**config.mk**
```make
export PLATFORM = sky130hd
export DESIGN_NAME = eight_bit_fetch_unit
export DESIGN_NICKNAME = d
export VERILOG_FILES = /design/src/rtl/eight_bit_cpu_pkg.sv /design/src/rtl/fetch_pc.sv /design/src/rtl/eight_bit_fetch_unit.sv
export SDC_FILE = /design/constraint.sdc
export NUM_CORES = 1
export LEC_CHECK = 0
export ABC_AREA = 1
export CAP_MARGIN = 0
export CORE_ASPECT_RATIO = 1.1
export CORE_MARGIN = 3
export CORE_UTILIZATION = 36
export CTS_CLUSTER_SIZE = 20
export DETAILED_ROUTE_END_ITERATION = 10
export GPL_ROUTABILITY_DRIVEN = 0
export PLACE_DENSITY = 0.73
export SLEW_MARGIN = 10
export SYNTH_ARGS = -nofsm -noshare
export SYNTH_HDL_FRONTEND = slang
export SYNTH_SLANG_ARGS = --single-unit
```
**constraint.sdc**
```tcl
create_clock -name clk -period 1.08 [get_ports clk]
set_input_delay 0.108 -clock clk [delete_from_list [all_inputs] [get_ports clk]]
set_output_delay 0.108 -clock clk [all_outputs]
set_load 0.01 [all_outputs]
```
**src/rtl/eight_bit_cpu_pkg.sv**
```systemverilog
// Shared definitions for the 8-bit processor: opcodes, fetch-stage states and
// the instruction word width.
package eight_bit_cpu_pkg;

  localparam int INSTR_W = 8;

  localparam logic [3:0] OP_ADD  = 4'h0;
  localparam logic [3:0] OP_SUB  = 4'h1;
  localparam logic [3:0] OP_AND  = 4'h2;
  localparam logic [3:0] OP_OR   = 4'h3;
  localparam logic [3:0] OP_XOR  = 4'h4;
  localparam logic [3:0] OP_NOT  = 4'h5;
  localparam logic [3:0] OP_LDA  = 4'h6;
  localparam logic [3:0] OP_STA  = 4'h7;
  localparam logic [3:0] OP_LDI  = 4'h8;
  localparam logic [3:0] OP_JMP  = 4'h9;
  localparam logic [3:0] OP_JZ   = 4'hA;
  localparam logic [3:0] OP_OUTA = 4'hB;
  localparam logic [3:0] OP_HALT = 4'hF;

  typedef enum logic [2:0] {
    FETCH_IDLE,
    FETCH_REQ,
    FETCH_WAIT,
    FETCH_VALID,
    FETCH_HALT
  } fetch_state_e;

  function automatic logic is_halt(input logic [INSTR_W-1:0] instr,
                                   input logic [3:0] halt_op);
    return instr[INSTR_W-1 -: 4] == halt_op;
  endfunction

endpackage

```
**src/rtl/fetch_pc.sv**
```systemverilog
// Program counter for the fetch stage: load has priority over increment and
// the increment wraps naturally at 2^ADDR_W.
module fetch_pc #(
  parameter int ADDR_W = 4
) (
  input  logic              clk,
  input  logic              rst_n,
  input  logic              load,
  input  logic              inc,
  input  logic [ADDR_W-1:0] load_addr,
  output logic [ADDR_W-1:0] pc
);

  logic [ADDR_W-1:0] r_pc;

  always_ff @(posedge clk or negedge rst_n) begin
    if (!rst_n) begin
      r_pc <= '0;
    end else if (load) begin
      r_pc <= load_addr;
    end else if (inc) begin
      r_pc <= r_pc + 1'b1;
    end
  end

  assign pc = r_pc;

endmodule

```
**src/rtl/eight_bit_fetch_unit.sv**
```systemverilog
// Instruction fetch stage: reads the synchronous program memory at pc and hands
// each word to the control unit over valid/ready, handling jumps and HALT.
//
// state | meaning
// IDLE  | after reset, waiting for run
// REQ   | mem_rd asserted at mem_addr = pc
// WAIT  | read data returns, captured into instr
// VALID | instr_valid, waiting for instr_ready
// HALT  | HALT accepted, waiting for run
module eight_bit_fetch_unit
  import eight_bit_cpu_pkg::*;
#(
  parameter int         ADDR_W  = 4,
  parameter logic [3:0] HALT_OP = OP_HALT
) (
  input  logic               clk,
  input  logic               rst_n,
  input  logic               run,
  output logic               mem_rd,
  output logic [ADDR_W-1:0]  mem_addr,
  input  logic [INSTR_W-1:0] mem_rdata,
  output logic [INSTR_W-1:0] instr,
  output logic               instr_valid,
  input  logic               instr_ready,
  input  logic               branch_en,
  input  logic [ADDR_W-1:0]  branch_addr,
  output logic [ADDR_W-1:0]  pc,
  output logic               halted
);

  fetch_state_e       r_state;
  fetch_state_e       w_state_next;
  logic [INSTR_W-1:0] r_instr;
  logic [ADDR_W-1:0]  w_pc;
  logic               w_handshake;

  assign w_handshake = (r_state == FETCH_VALID) && instr_ready;

  fetch_pc #(.ADDR_W(ADDR_W)) u_pc (
    .clk       (clk),
    .rst_n     (rst_n),
    .load      (w_handshake && branch_en),
    .inc       (w_handshake && !branch_en),
    .load_addr (branch_addr),
    .pc        (w_pc)
  );

  always_ff @(posedge clk or negedge rst_n) begin
    if (!rst_n) begin
      r_state <= FETCH_IDLE;
    end else begin
      r_state <= w_state_next;
    end
  end

  always_comb begin
    w_state_next = r_state;
    case (r_state)
      FETCH_IDLE:  if (run) w_state_next = FETCH_REQ;
      FETCH_REQ:   w_state_next = FETCH_WAIT;
      FETCH_WAIT:  w_state_next = FETCH_VALID;
      FETCH_VALID: begin
        // A branch on a HALT word still updates pc but the halt is taken.
        if (w_handshake) begin
          w_state_next = is_halt(r_instr, HALT_OP) ? FETCH_HALT : FETCH_REQ;
        end
      end
      FETCH_HALT:  if (run) w_state_next = FETCH_REQ;
      default:     w_state_next = FETCH_IDLE;
    endcase
  end

  always_ff @(posedge clk or negedge rst_n) begin
    if (!rst_n) begin
      r_instr <= '0;
    end else if (r_state == FETCH_WAIT) begin
      r_instr <= mem_rdata;
    end
  end

  assign mem_rd      = (r_state == FETCH_REQ);
  assign mem_addr    = w_pc;
  assign pc          = w_pc;
  assign instr       = r_instr;
  assign instr_valid = (r_state == FETCH_VALID);
  assign halted      = (r_state == FETCH_HALT);

endmodule

```
==> results.toml <==
[status]
outcome = "finished with violations"
violations = "setup timing"

[finish]
nFillCells = 170
synthToLayoutAreaGrowth_pct = 83.4
drive_gt1_share_pct = 40.7
layout.area.seq_um2 = 377
multi_input_area_um2 = 502
diodes = 0
fin_cells = 190
fin_nets = 181

[clocking]
root_buffer = "clkbuf_4"
cts_tree = "done"
clk-insertion-delay-late_ps = 290
ctsHoldBuffers = 0
cts.htree.levels = 1
clock_path_buffers = 2
clkTransAtPathRegs_ps = 90
clock_sinks = 15
numCtsBuffers = 3

[yosys]
ys_async_sr_fraction_pct = 100
syn_avg_cell_area_um2 = 7.76
synth_common_cells = "36 x nand2_1, 15 x dfrtp_1, 13 x nand3_1, 7 x inv_1, 7 x nor2_1"
synth_area_um2 = 815
yosys_register_bits = 15
synth_top_area_share_pct = 46.1
ys_types = 20
synth_most_common_cell = "nand2_1"
synth.yosys.warnings = 0
synthCells = 105
yosysSeqAreaShare_pct = 46.1
netlist_top_cells_area = "dfrtp_1 46%, nand2_1 17%, nand3_1 8.0%, buf_4 3.7%, inv_1 3.2%"
synth_edf_count = 0
synth_top_flop_cell = "dfrtp_1"
syn_nets = 123
synth_top_area_cell = "dfrtp_1"

[power]
power.leakage_uw = 0.000745
powerDensity_nw_per_um2 = 2750
peakVddDrop_v = 0.00217

[drt]
drtIter0Drc = 9
routed-via-count = 920
drt-total-wl_um = 2710
routedWlPerCell_um = 14.3
detail-route-antenna-nets = 0
vias_per_cell = 4.84
route.detailed.drc = 0
firstDrtPassIters = 4

[timing]
skew_ps = 2.27
worst_pin_slew_ps = 340
rsz0062_at_grt = "true"
finalMaxSlewViolations = 0
max_clock_freq_mhz = 746
setup_slack_ps = -260
min_period_ps = 1340
maxSlewHeadroom_pct = 77.3
hold_violations = 0
period_share_pct = 124
setup-violations-final = 18

[place]
pre_cts_ws_ps = -195
place_hpwl_um = 1710
dp.cells = 174
portBuffers = 35

[setup_path]
cpLargestDelayFamily = "flip-flops"
path_cells = "buf_6 > inv_6 > nand2_2 > nor2_2 > buf_2"
critPathKind = "reg -> out"
cp_max_fo = 4
max_stage_delay_ps = 400
crit_arrival_ps = 1230
cp-end-kind = "output pin"
reg2reg_depth = 7
worst_ep_required_time_ps = 970
critPathBufInv = 3
cpMaxStageDelayCell = "dfrtp_1"
worst-path-stages = 5
cp-start-kind = "flip-flop"

[die]
die_w_um = 51.4
coreArea_um2 = 2080
die_h_um = 55.9
fp-row-count = 17
ios = 36
dieArea_um2 = 2870
start_util_pct = 39.1

[worst_hold_path]
min_path_type = "in -> async"

[global_routing]
grt_usage_pct = 19.1
overflow = 0
grt_max_degree = 16
grt_pass1_vias = 960
grt_pass1_wl_um = 4260
antenna_found_initial = 0

[job]
drv_cap = 0
==> registers in the layout, summed over array words and instances, names as in the netlist <==
name / flops
instr: 8
r_state: 3
u_pc.pc: 4
==> final cells by class <==
class | count | area share [%]
clock buffer | 4 | 1.76
inverter | 10 | 3.02
multi-input combinational | 76 | 33.6
sequential | 15 | 25.2
tap | 28 | 2.35
timing repair buffer | 57 | 34.1
==> timing repair <==
item                       CTS  global route
gates resized for setup     61            29
pin swaps                   10             7
buffers inserted             9             2
cloned                       0             1
setup endpoints to repair   30            33
==> layout by cell type (no fill, tap or decap), types with 3 or more instances in the layout <==
master,count
inv_1,6
nand3_2,9
nand2_4,4
nand2_1,34
dfrtp_1,14
clkbuf_4,3
nor2_4,5
clkdlybuf4s15_1,10
nand3_1,3
nor2_1,4
clkdlybuf4s50_1,16
buf_4,15
clkbuf_2,5
buf_6,9
==> kinds of logic after synthesis <==
group,after synthesis,share of synthesized area (%)
AOI/OAI and AO/OA,7,4.76
adders and majority gates,1,1.54
buffers and inverters,15,8.91
DFF,15,46.1
and+or+nand+nor,67,38.7
==> report_power, final <==
group          internal (uW)  switching [uW]  total, uW
clock network            144             189        333
registers                829             202       1030
logic                   1310            1430       2740
==> per-stage QoR <==
stage / utilization [%] / power, uW / hold WS, ps / area [um^2] / setup TNS [ps]
3_3_place_gp: 59.9 / 3140 / 448 / 1250 / -827
5_1_grt: 71.7 / 4410 / 126 / 1490 / -3520
2_1_floorplan: - / 2120 / -188 / 816 / 0
6_report: 71.7 / 4100 / 122 / 1490 / -2300
3_5_place_dp: 59.9 / 3220 / 450 / 1250 / -1210
4_1_cts: 68.5 / 3820 / 134 / 1430 / -1550
==> layer usage <==
| layer | up-vias | share of wire [%] | track usage [%] |
|---|---|---|---|
| li1 | 444 | - | - |
| met1 | 435 | 38 | 23.3 |
| met2 | 37 | 52 | 33.1 |
| met3 | 4 | 7.8 | 5.09 |
| met4 | 0 | 1.8 | 4.49 |
| met5 | - | 0 | 0 |
==> final timing paths <==
path / startpoint / endpoint / slack [ps]
hold reg to reg: instr[0] / instr[0] / 500
hold / removal: rst_n / u_pc.pc[3] / 120
max in group asynchronous: rst_n / u_pc.pc[0] / 770
min in group clk: mem_rdata[2] / instr[2] / 380
setup reg to reg: r_state[0] / r_state[0] / -170
setup / recovery: r_state[1] / halted / -260
Power figures use the tool's default switching activity.
